[config.mk]
export PLATFORM = sky130hd
export DESIGN_NAME = pipe_hazard_ctrl
export DESIGN_NICKNAME = d
export VERILOG_FILES = /design/src/rtl/y86_pkg.sv /design/src/rtl/sat_counter.sv /design/src/rtl/pipe_hazard_ctrl.sv
export SDC_FILE = /design/constraint.sdc
export NUM_CORES = 1
export LEC_CHECK = 0
export CAP_MARGIN = 20
export CORE_MARGIN = 3
export CORE_UTILIZATION = 48
export DETAILED_ROUTE_END_ITERATION = 10
export PLACE_DENSITY_LB_ADDON = 0.25
export SYNTH_ARGS = -nofsm -noshare
export SYNTH_HDL_FRONTEND = slang
export SYNTH_SLANG_ARGS = --single-unit
[constraint.sdc]
create_clock -name clk -period 2.9 [get_ports clk]
set_input_delay 0.87 -clock clk [delete_from_list [all_inputs] [get_ports clk]]
set_output_delay 0.87 -clock clk [all_outputs]
set_load 0.02 [all_outputs]
[src/rtl/y86_pkg.sv]
// Y86-64 icode/stat encodings and run-state codes shared by the hazard controller and its bench.
// Pure definitions: no latency, no flow control.
package y86_pkg;

    localparam logic [3:0] I_HALT   = 4'h0;
    localparam logic [3:0] I_NOP    = 4'h1;
    localparam logic [3:0] I_CMOVXX = 4'h2;
    localparam logic [3:0] I_IRMOVQ = 4'h3;
    localparam logic [3:0] I_RMMOVQ = 4'h4;
    localparam logic [3:0] I_MRMOVQ = 4'h5;
    localparam logic [3:0] I_OPQ    = 4'h6;
    localparam logic [3:0] I_JXX    = 4'h7;
    localparam logic [3:0] I_CALL   = 4'h8;
    localparam logic [3:0] I_RET    = 4'h9;
    localparam logic [3:0] I_PUSHQ  = 4'hA;
    localparam logic [3:0] I_POPQ   = 4'hB;

    localparam logic [2:0] S_BUB = 3'd0;
    localparam logic [2:0] S_AOK = 3'd1;
    localparam logic [2:0] S_HLT = 3'd2;
    localparam logic [2:0] S_ADR = 3'd3;
    localparam logic [2:0] S_INS = 3'd4;

    localparam logic [3:0] RNONE = 4'hF;

    localparam logic [1:0] ST_RUN    = 2'd0;
    localparam logic [1:0] ST_HALTED = 2'd1;
    localparam logic [1:0] ST_ERROR  = 2'd2;

    typedef enum logic [1:0] {
        RS_RUN    = ST_RUN,
        RS_HALTED = ST_HALTED,
        RS_ERROR  = ST_ERROR
    } run_state_e;

    // HLT counts as an exception here: it must stop younger stages from committing.
    function automatic logic stat_exc(input logic [2:0] s);
        return (s == S_ADR) || (s == S_INS) || (s == S_HLT);
    endfunction

endpackage

[src/rtl/sat_counter.sv]
// Saturating up-counter: +1 per enabled cycle, sticks at all-ones; value visible one cycle after enable.
// No backpressure; async active-low clear.
module sat_counter #(
    parameter int CNT_W = 32
) (
    input  logic             clk,
    input  logic             rst_n,
    input  logic             en,
    output logic [CNT_W-1:0] cnt
);

    always_ff @(posedge clk or negedge rst_n) begin
        if (!rst_n) begin
            cnt <= '0;
        end else if (en && (cnt != '1)) begin
            cnt <= cnt + 1'b1;
        end
    end

endmodule

[src/rtl/pipe_hazard_ctrl.sv]
// Y86-64 pipeline hazard controls (combinational, same cycle), run-state FSM and perf counters (registered).
// Outside RUN the pipeline is frozen; the controller itself never backpressures.
module pipe_hazard_ctrl
    import y86_pkg::*;
#(
    parameter int CNT_W = 32
) (
    input  logic             clk,
    input  logic             rst_n,
    input  logic [3:0]       D_icode,
    input  logic [3:0]       E_icode,
    input  logic [3:0]       M_icode,
    input  logic [3:0]       W_icode,
    input  logic             e_cnd,
    input  logic [3:0]       E_dstM,
    input  logic [3:0]       d_srcA,
    input  logic [3:0]       d_srcB,
    input  logic [2:0]       m_stat,
    input  logic [2:0]       W_stat,
    output logic             F_stall,
    output logic             D_stall,
    output logic             D_bubble,
    output logic             E_bubble,
    output logic             M_bubble,
    output logic             W_stall,
    output logic             set_cc,
    output logic             cpu_halted,
    output logic             cpu_error,
    output logic [CNT_W-1:0] cycle_cnt,
    output logic [CNT_W-1:0] retire_cnt,
    output logic [CNT_W-1:0] stall_cnt,
    output logic [CNT_W-1:0] flush_cnt
);

    logic [1:0] state;
    logic       run;
    logic       load_use;
    logic       ret_hz;
    logic       mispred;
    logic       m_exc;
    logic       w_exc;
    logic       retire;

    assign load_use = ((E_icode == I_MRMOVQ) || (E_icode == I_POPQ)) && (E_dstM != RNONE)
                      && ((E_dstM == d_srcA) || (E_dstM == d_srcB));
    assign ret_hz   = (D_icode == I_RET) || (E_icode == I_RET) || (M_icode == I_RET);
    assign mispred  = (E_icode == I_JXX) && !e_cnd;
    assign m_exc    = stat_exc(m_stat);
    assign w_exc    = stat_exc(W_stat);
    assign retire   = (W_stat == S_AOK) && (W_icode != I_NOP);
    assign run      = (state == ST_RUN);

    // A mispredict squashes the load-use victim in D, so it drops the D stall.
    always_comb begin
        F_stall  = 1'b1;
        D_stall  = 1'b1;
        D_bubble = 1'b0;
        E_bubble = 1'b1;
        M_bubble = 1'b1;
        W_stall  = 1'b1;
        set_cc   = 1'b0;
        if (run) begin
            F_stall  = load_use || ret_hz;
            D_stall  = load_use && !mispred;
            D_bubble = mispred || (ret_hz && !load_use);
            E_bubble = mispred || load_use;
            M_bubble = m_exc || w_exc;
            W_stall  = w_exc;
            set_cc   = (E_icode == I_OPQ) && !m_exc && !w_exc;
        end
    end

    always_ff @(posedge clk or negedge rst_n) begin
        if (!rst_n) begin
            state <= ST_RUN;
        end else if (run) begin
            if (W_stat == S_HLT) begin
                state <= ST_HALTED;
            end else if ((W_stat == S_ADR) || (W_stat == S_INS)) begin
                state <= ST_ERROR;
            end
        end
    end

    assign cpu_halted = (state == ST_HALTED);
    assign cpu_error  = (state == ST_ERROR);

    sat_counter #(.CNT_W(CNT_W)) u_cycle_cnt (
        .clk(clk), .rst_n(rst_n), .en(run), .cnt(cycle_cnt)
    );
    sat_counter #(.CNT_W(CNT_W)) u_retire_cnt (
        .clk(clk), .rst_n(rst_n), .en(run && retire), .cnt(retire_cnt)
    );
    sat_counter #(.CNT_W(CNT_W)) u_stall_cnt (
        .clk(clk), .rst_n(rst_n), .en(run && load_use), .cnt(stall_cnt)
    );
    sat_counter #(.CNT_W(CNT_W)) u_flush_cnt (
        .clk(clk), .rst_n(rst_n), .en(run && mispred), .cnt(flush_cnt)
    );

endmodule

* After elaboration in Yosys (flattened, before gate mapping)
Cells that the tools add are included.
** Word-level totals
- Register bits :: 130
- Input bits :: 37
- Output and inout bits :: 137
- Word-level logic and storage cells :: 77
** Operators by class
- Add/subtract/negate cells :: 4
- Eq/ne operators :: 24
- Muxes and demuxes :: 9
- Reductions and logical operators :: 35
** Operators with widths (count)
- adder 32 x 1 -> 32 bit, second input constant :: 4
- inequality test 32 bit, second input constant :: 4
- equality test 4 bit, second input constant :: 4
- logical AND 1 bit :: 15
- equality test 3 x 2 -> 1 bit, second input constant :: 4
- equality test 4 x 3 -> 1 bit, second input constant :: 3
- logical OR 1 bit :: 12
- equality test 4 bit :: 2
- 2-to-1 mux 1 bit :: 7
- equality test 3 bit, second input constant :: 2
- zero test 1 bit :: 5
- 2-to-1 mux 2 bit :: 2
- inequality test 4 x 1 -> 1 bit, second input constant :: 1
- inequality test 4 bit, second input constant :: 1
- equality test 3 x 1 -> 1 bit, second input constant :: 1
- equality test 2 x 1 -> 1 bit, second input constant :: 1
- equality test 2 bit, second input constant :: 1
- zero test 2 bit :: 1
- AND reduction 2 bit :: 1
- nonzero test 2 bit :: 1

* Logic depth before layout (Yosys ltp)
Gate-level depths: netlist of run 1.
- Depth in word-level cells :: 8
- Mapped depth :: 8

* Hierarchy
Synthesis of run 1 repeated with hierarchy kept, for this count alone.
** Second synthesis, totals
- Cell total of the unflattened synthesis :: 641
- Area total of the unflattened synthesis :: 6772.7 µm²
** Modules (own cells, without submodules)
- sat_counter (u_cycle_cnt ...) :: instances 3, cells an instance 151, area each 1624.1 µm²
- sat_counter (u_flush_cnt) :: instances 1, cells an instance 140, area each 1522.7 µm²
- pipe_hazard_ctrl :: instances 1, cells an instance 48, area each 377.9 µm²

* Worst setup path before layout of run 1
OpenSTA, ideal clock, no wires.
- Kind :: input to output
- From :: input port W_stat[2]
- To :: output port set_cc
- Arrival time :: 2.363 ns
- Slack :: -0.333 ns
- Cell stages on the path :: 4
- Path buffers :: 0
- Path through :: nor3b_1 -> or3_1 -> a211o_1 -> nor3_1
** Between the ends
- Longest elaborated chain between the ends :: 6
- Elaborated cells on any way between the ends :: 8
** Ends and longest elaborated chain
- start: declaration :: line pipe_hazard_ctrl.sv:19 : input logic [2:0] W_stat,
- equality test 3 x 2 -> 1 bit / equality test 3 bit (equally long branches) :: line y86_pkg.sv:38 : return (s == S_ADR) || (s == S_INS) || (s == S_HLT);
- logical OR 1 bit :: line y86_pkg.sv:38
- logical OR 1 bit * :: line y86_pkg.sv:38
- zero test 1 bit * :: line pipe_hazard_ctrl.sv:69 : set_cc = (E_icode == I_OPQ) && !m_exc && !w_exc;
- logical AND 1 bit * :: line pipe_hazard_ctrl.sv:69
- 2-to-1 mux 1 bit * :: line pipe_hazard_ctrl.sv:62 : if (run) begin
- end: declaration :: line pipe_hazard_ctrl.sv:26 : output logic set_cc,
Mark *: on every way between the ends. The rest lies on a longest branch, timed or not.

* Worst setup path in the final report of run 1
Same ends and word-level chain as after synthesis.

==> impl_metrics.csv, run 1 <==
group,metric,value,unit
route,dr.pass1.iters,5,
route,drc,0,
critical_path,endpoint_kind,"output pin",
die,die_h,120.3,um
global_route,grt_overflow,0,
sta,fmax,334.4,MHz
global_route,grt_usage,23.75,%
synthesis,avgSynthCellArea,10.76,um^2
synthesis,yosys-top-cells-count,"130 x dfrtp_1, 89 x xnor2_1, 59 x nand2_1, 46 x nand3_1, 42 x nand4_1",
clock_tree,root_buffer,"clkbuf_16",
sta,setup_viol,1,
worst_hold_path,hold_class,"primary input to async pin",
route,drt-total-wl,16940,um
sta,worst_pin_slew,0.6727,ns
clock_tree,cts_buffers,17,
synthesis,ys.flop_type,"dfrtp_1",
sta,final-max-slew-violation-count,0,
global_route,antenna_found_initial,0,
synthesis,yosysTopAreaCell,"dfrtp_1",
global_route,grt_max_degree,55,
pwr,netSwitchingPower,1.056,mW
synthesis,syn_area,6274,um^2
global_route,grt_pass1_wl,27560,um
sta,skew,0.006647,ns
critical_path,cp.required,2.03,ns
critical_path,crit_fanout,3,
clock_tree,worstSkewPairLatency,0.42,ns
route,vias,5466,
critical_path,worstPathArrival,2.12,ns
die,start_util,49.31,%
pwr,pwr-share-clk,51.7,%
critical_path,setup.worst_path.start_class,"primary input",
place,dp_slack,-1.183,ns
job,max_cap_viol_count,0,
outcome,status,"complete, but fails checks",
place,portBuffers,173,
route,ant_nets,0,
pwr,pwr-share-seq,40.3,%
synthesis,synth_edf_count,0,
pwr,cellPowerDensity,502.6,nW/um^2
synthesis,synth.top_cell.area_share,51.85,%
die,top_level_ports,174,
clock_tree,cts_tree,"done",
synthesis,synth.area.top_cells,"dfrtp_1 52%, xnor2_1 12%, xor2_1 5.6%",
pwr,power,4.753,mW
route,drtIter0Drc,296,
die,die_x,120.3,um
die,core,12720,um^2
synthesis,synth_warnings,0,
cells_and_area,nets,857,
synthesis,async_flop_share,100.0,%
die,die_area,14480,um^2
synthesis,syn-num-nets,624,
sta,post-route-min-period,2.991,ns
clock_tree,cts_buffer_depth,2,
die,rows,41,
sta,fin_ws,-0.09054,ns
clock_tree,clkSinkCount,130,
place,hpwl,12120,um
sta,rsz0062_at_grt,"true",
cells_and_area,synthToLayoutAreaGrowth,50.76,%
clock_tree,cts.clk_slew.worst_paths,0.06,ns
global_route,first_global_vias,5576,
synthesis,ys_seq_area_share,51.85,%
sta,hold_viol,0,
route,via_per_inst,5.455,
synthesis,ys_seq_elements,130,
route,wl_per_cell,16.91,um
critical_path,path_class,"primary input to output pin",
outcome,violations,"setup timing",
cells_and_area,nFillCells,905,
place,place_congestion,0.8594,
synthesis,syn_inst,583,
cells_and_area,final_layout_size_suffix_gt1_share,17.73,%
pwr,p_comb_share,8.0,%
critical_path,crit_start,"W_stat[2]",
pwr,peakVddDrop,0.0003409,V
synthesis,synth_cell_types,50,
pwr,power_leakage,4.143,nW
clock_tree,cts_max_level,4,
sta,max_slew_margin,54.74,%
pwr,intPower,3.697,mW
pwr,p_sw_share,22.21,%
sta,hold_ws,0.4463,ns
sta,fin_crit_sh,103.1,%
synthesis,synth.most_common_cell,"dfrtp_1",
critical_path,timing.rr.start,"state[0]",
cell usage in the layout, fill, tap and decap left out, types with 4 or more instances in the layout:
master	instances
inv_1	10
nor4_1	10
buf_6	8
clkdlybuf4s50_1	145
a21oi_1	4
clkbuf_16	17
and3_1	24
nand3_1	45
nand2_1	58
ha_1	4
xnor2_1	89
nor2b_1	5
dfrtp_1	130
clkbuf_2	10
nor3_1	9
buf_2	4
nor2_1	31
bufinv_16	6
xor2_1	32
xor2_2	7
buf_4	44
mux2_2	5
and4_1	19
nand4_1	42
layout make-up:
| cell class | instances | area [um^2] | area share [%] |
|---|---|---|---|
| clock inverters | 13 | 231.5 | 2.447 |
| repair buffers | 219 | 2048 | 21.66 |
| diodes | 1 | 2.502 | 0.02646 |
| well taps | 172 | 215.2 | 2.275 |
| clock buffers | 19 | 452.9 | 4.789 |
| multi-input cells | 438 | 3217 | 34.01 |
| inverters | 10 | 37.54 | 0.3969 |
| flip-flops and latches | 130 | 3253 | 34.40 |
logic make-up after synthesis:
group                      after synthesis  share of synthesized area [%]
and+or+nand+nor                        280                          25.29
adders and majority gates                4                         0.7978
muxes                                    5                         0.8974
xor gates and xnor gates               129                          18.01
AOI/OAI and AO/OA                       20                          2.214
DFF                                    130                          51.85
buffers and inverters                   15                         0.9374
power by group through the flow:
stage	combinational, mW	clock, mW	sequential [mW]
after floorplan	0.0732	0	1.98
after global placement	0.341	0	1.94
after detailed placement	0.348	0	1.95
after CTS	0.366	2.49	1.91
after global routing	0.408	2.58	1.92
final	0.381	2.46	1.91
registers in the layout, summed over array words and instances, names as in the netlist:
name and flops:
state 2, u_cycle_cnt.cnt 32, u_retire_cnt.cnt 32, u_flush_cnt.cnt 32, u_stall_cnt.cnt 32
routing by layer:
layer	GRT usage, %	wire (um)
met2	39.13	8330
met1	30.24	7103
met4	10.06	482
met5	0	0
met3	5.566	1026
what timing repair did:
action / 4_1_cts / 5_1_grt
setup endpoints to repair: 24 / 5
gates resized for setup: 82 / 61
buffers inserted: 10 / 2
pin swaps: 12 / 15
hold buffers: 0 / 0
worst max-delay path, stage by stage:
cell     delay, ns
buf_8         0.09
nor3b_4       0.14
or3_4         0.42
a211o_4       0.29
nor3_4        0.17
buf_6         0.14
through the flow:
stage / setup TNS, ns / utilization (%) / instance area [um^2] / instances
floorplan: 0 / - / 6299 / 583
global placement: -14.05 / 67.10 / 8537 / 961
detailed placement: -18.83 / 67.10 / 8537 / 961
CTS: -0.5889 / 73.42 / 9340 / 1000
global route: -0.2457 / 74.32 / 9455 / 1001
finish: -0.09054 / 74.34 / 9458 / 1002
final timing paths:
path                            slack (ns)  cells past startpoint                   end
worst max-delay path                 -0.09                      6                set_cc
worst min-delay path                  0.45                      1   u_cycle_cnt.cnt[18]
worst max register to register        0.37                      9  u_retire_cnt.cnt[23]
worst min register to register        0.50                      1   u_flush_cnt.cnt[15]
max in group asynchronous             1.69                      2    u_flush_cnt.cnt[9]
min in group clk                      0.50                      1   u_flush_cnt.cnt[15]
No activity file was read; power rests on OpenSTA's default activity.
==> run 2: changes to the inputs <==
- CTS_CLUSTER_SIZE: default -> 28
==> results of run 2 <==
Final layout, timing and power as in run 1 (identical DEF).
==> run 3: changes to the inputs <==
- ABC_CLOCK_PERIOD_IN_PS: default -> 2900
- CAP_MARGIN: 20 -> 30
- PLACE_DENSITY: default -> 0.92
- PLACE_DENSITY_LB_ADDON: 0.25 -> default
==> run 3 against run 2 <==
Compared with the run above: the run still ends with setup timing left; via count up 2.6%; register-to-register slack worse by 0.07 ns; clock skew shrank 0.0015 ns; non-clock buffer count increased by 9; wire length rose by 6.0%.
==> impl_metrics.csv, run 3 (same netlist as run 1, synthesis figures left out) <==
group,metric,value,unit
clock_tree,cts.clk_slew.worst_paths,0.05,ns
cells_and_area,final_cell_mix,"140 x clkdlybuf4s50_1, 130 x dfrtp_1, 88 x xnor2_1",
sta,hold_viol,0,
critical_path,cp.required,2.03,ns
clock_tree,cts_buffers,17,
route,via_per_inst,5.567,
critical_path,crit_fanout,2,
pwr,p_comb_share,8.9,%
die,die_x,120.3,um
clock_tree,cts_buffer_depth,2,
sta,max_slew_margin,50.91,%
die,die_area,14480,um^2
cells_and_area,synthToLayoutAreaGrowth,50.36,%
clock_tree,cts_tree,"done",
critical_path,endpoint_kind,"output pin",
clock_tree,clkSinkCount,130,
die,core,12720,um^2
critical_path,worst_r2r_path_depth,7,
global_route,grt_pass1_wl,28510,um
sta,skew,0.005175,ns
sta,fin_ws,-0.1173,ns
critical_path,setup.worst_path.start_class,"primary input",
route,drc,0,
global_route,antenna_found_initial,0,
critical_path,worstPathArrival,2.15,ns
route,drtIter0Drc,421,
global_route,grt_max_degree,66,
outcome,violations,"setup timing",
sta,fmax,331.4,MHz
sta,worst_pin_slew,0.7298,ns
sta,final-max-slew-violation-count,0,
critical_path,timing.rr.start,"u_stall_cnt.cnt[19]",
clock_tree,ctsHoldBuffers,0,
sta,post-route-min-period,3.017,ns
critical_path,r2r_setup_slack,0.30,ns
pwr,netSwitchingPower,0.9896,mW
critical_path,path_class,"primary input to output pin",
clock_tree,worstSkewPairLatency,0.41,ns
cells_and_area,finalNonFillerCells,1007,
clock_tree,cts_max_level,4,
pwr,pwr-share-clk,46.7,%
route,ant_nets,0,
global_route,grt_overflow,0,
die,top_level_ports,174,
die,start_util,49.31,%
global_route,first_global_vias,5694,
worst_hold_path,hold_class,"primary input to async pin",
die,rows,41,
pwr,cellPowerDensity,458.0,nW/um^2
route,drt-total-wl,17960,um
cells_and_area,nets,866,
sta,setup_viol,2,
job,max_cap_viol_count,0,
route,wl_per_cell,17.84,um
critical_path,rr_endpoint,"u_stall_cnt.cnt[25]",
sta,fin_crit_sh,104.0,%
cells_and_area,final_layout_size_suffix_gt1_share,18.20,%
pwr,power,4.320,mW
pwr,p_sw_share,22.91,%
pwr,power_leakage,4.183,nW
place,place_congestion,0.8558,
cells_and_area,n_antenna_cell,0,
die,die_h,120.3,um
sta,rsz0062_at_grt,"true",
route,dr.pass1.iters,4,
cells_and_area,final_common_cell,"clkdlybuf4s50_1",
clock_tree,root_buffer,"clkbuf_16",
pwr,intPower,3.330,mW
route,vias,5606,
pwr,peakVddDrop,0.0003906,V
place,hpwl,12110,um
outcome,status,"complete, but fails checks",
pwr,pwr-share-seq,44.4,%
place,dpl.cell_count,960,
place,portBuffers,173,
global_route,grt_usage,24.62,%
[run 3: power by group through the flow]
stage,Clock [mW],Combinational (mW),Sequential [mW]
floorplan,0,0.0732,1.98
global placement,0,0.335,1.95
detailed placement,0,0.346,1.95
CTS,2.04,0.366,1.92
global route,2.13,0.409,1.93
finish,2.02,0.383,1.92
[run 3: how the worst max path moves through the flow]
| stage | start | to | depth (start not counted) |
|---|---|---|---|
| 6_report | W_stat[2] | set_cc | 7 |
| 3_5_place_dp | E_dstM[1] | E_bubble | 7 |
| 5_1_grt | W_stat[1] | set_cc | 6 |
| 4_1_cts | W_stat[2] | set_cc | 6 |
| 3_3_place_gp | E_dstM[1] | E_bubble | 7 |
| 2_1_floorplan | W_stat[2] | set_cc | 4 |
[run 3: final cells by class]
| class | count | area [um^2] |
|---|---|---|
| Fill cell | 824 | 3289 |
| Sequential cell | 130 | 3253 |
| Multi-Input combinational cell | 438 | 3243 |
| Timing Repair Buffer | 228 | 2135 |
| Clock buffer | 22 | 464.2 |
| Tap cell | 172 | 215.2 |
| Clock inverter | 7 | 85.08 |
| Inverter | 10 | 37.54 |
[run 3: stage by stage]
stage	hold WS [ns]	TNS (ns)	cell area (um^2)	util, %	setup slack (ns)
5_1_grt	0.4912	-0.3697	9433	74.14	-0.1540
6_report	0.4560	-0.1411	9433	74.14	-0.1173
3_3_place_gp	0.4781	-11.15	8517	66.95	-0.9265
2_1_floorplan	0.5452	0	6299	-	0.008833
4_1_cts	0.4652	-0.1701	9301	73.11	-0.1701
3_5_place_dp	0.4790	-15.09	8517	66.95	-0.9902
[run 3: worst max-delay path, cell delays in order]
cell,delay [ns]
buf_8,0.07
buf_4,0.11
nor2b_4,0.04
or3_4,0.42
a211o_4,0.31
nor3_4,0.18
buf_6,0.14
[run 3: what timing repair did]
| action | CTS | global route |
|---|---|---|
| pin swaps | 17 | 25 |
| resized for setup | 107 | 51 |
| setup buffers | 15 | 6 |
| hold endpoints to repair | 0 | 0 |
| setup endpoints to repair | 7 | 23 |
[run 3: layer usage]
metal / share of wire [%] / GRT usage (%) / wire length [um]
met5: 0 / 0 / 0
met4: 2.8 / 11.12 / 496
met2: 49 / 39.30 / 8868
met1: 41 / 31.43 / 7428
met3: 6.5 / 6.829 / 1170
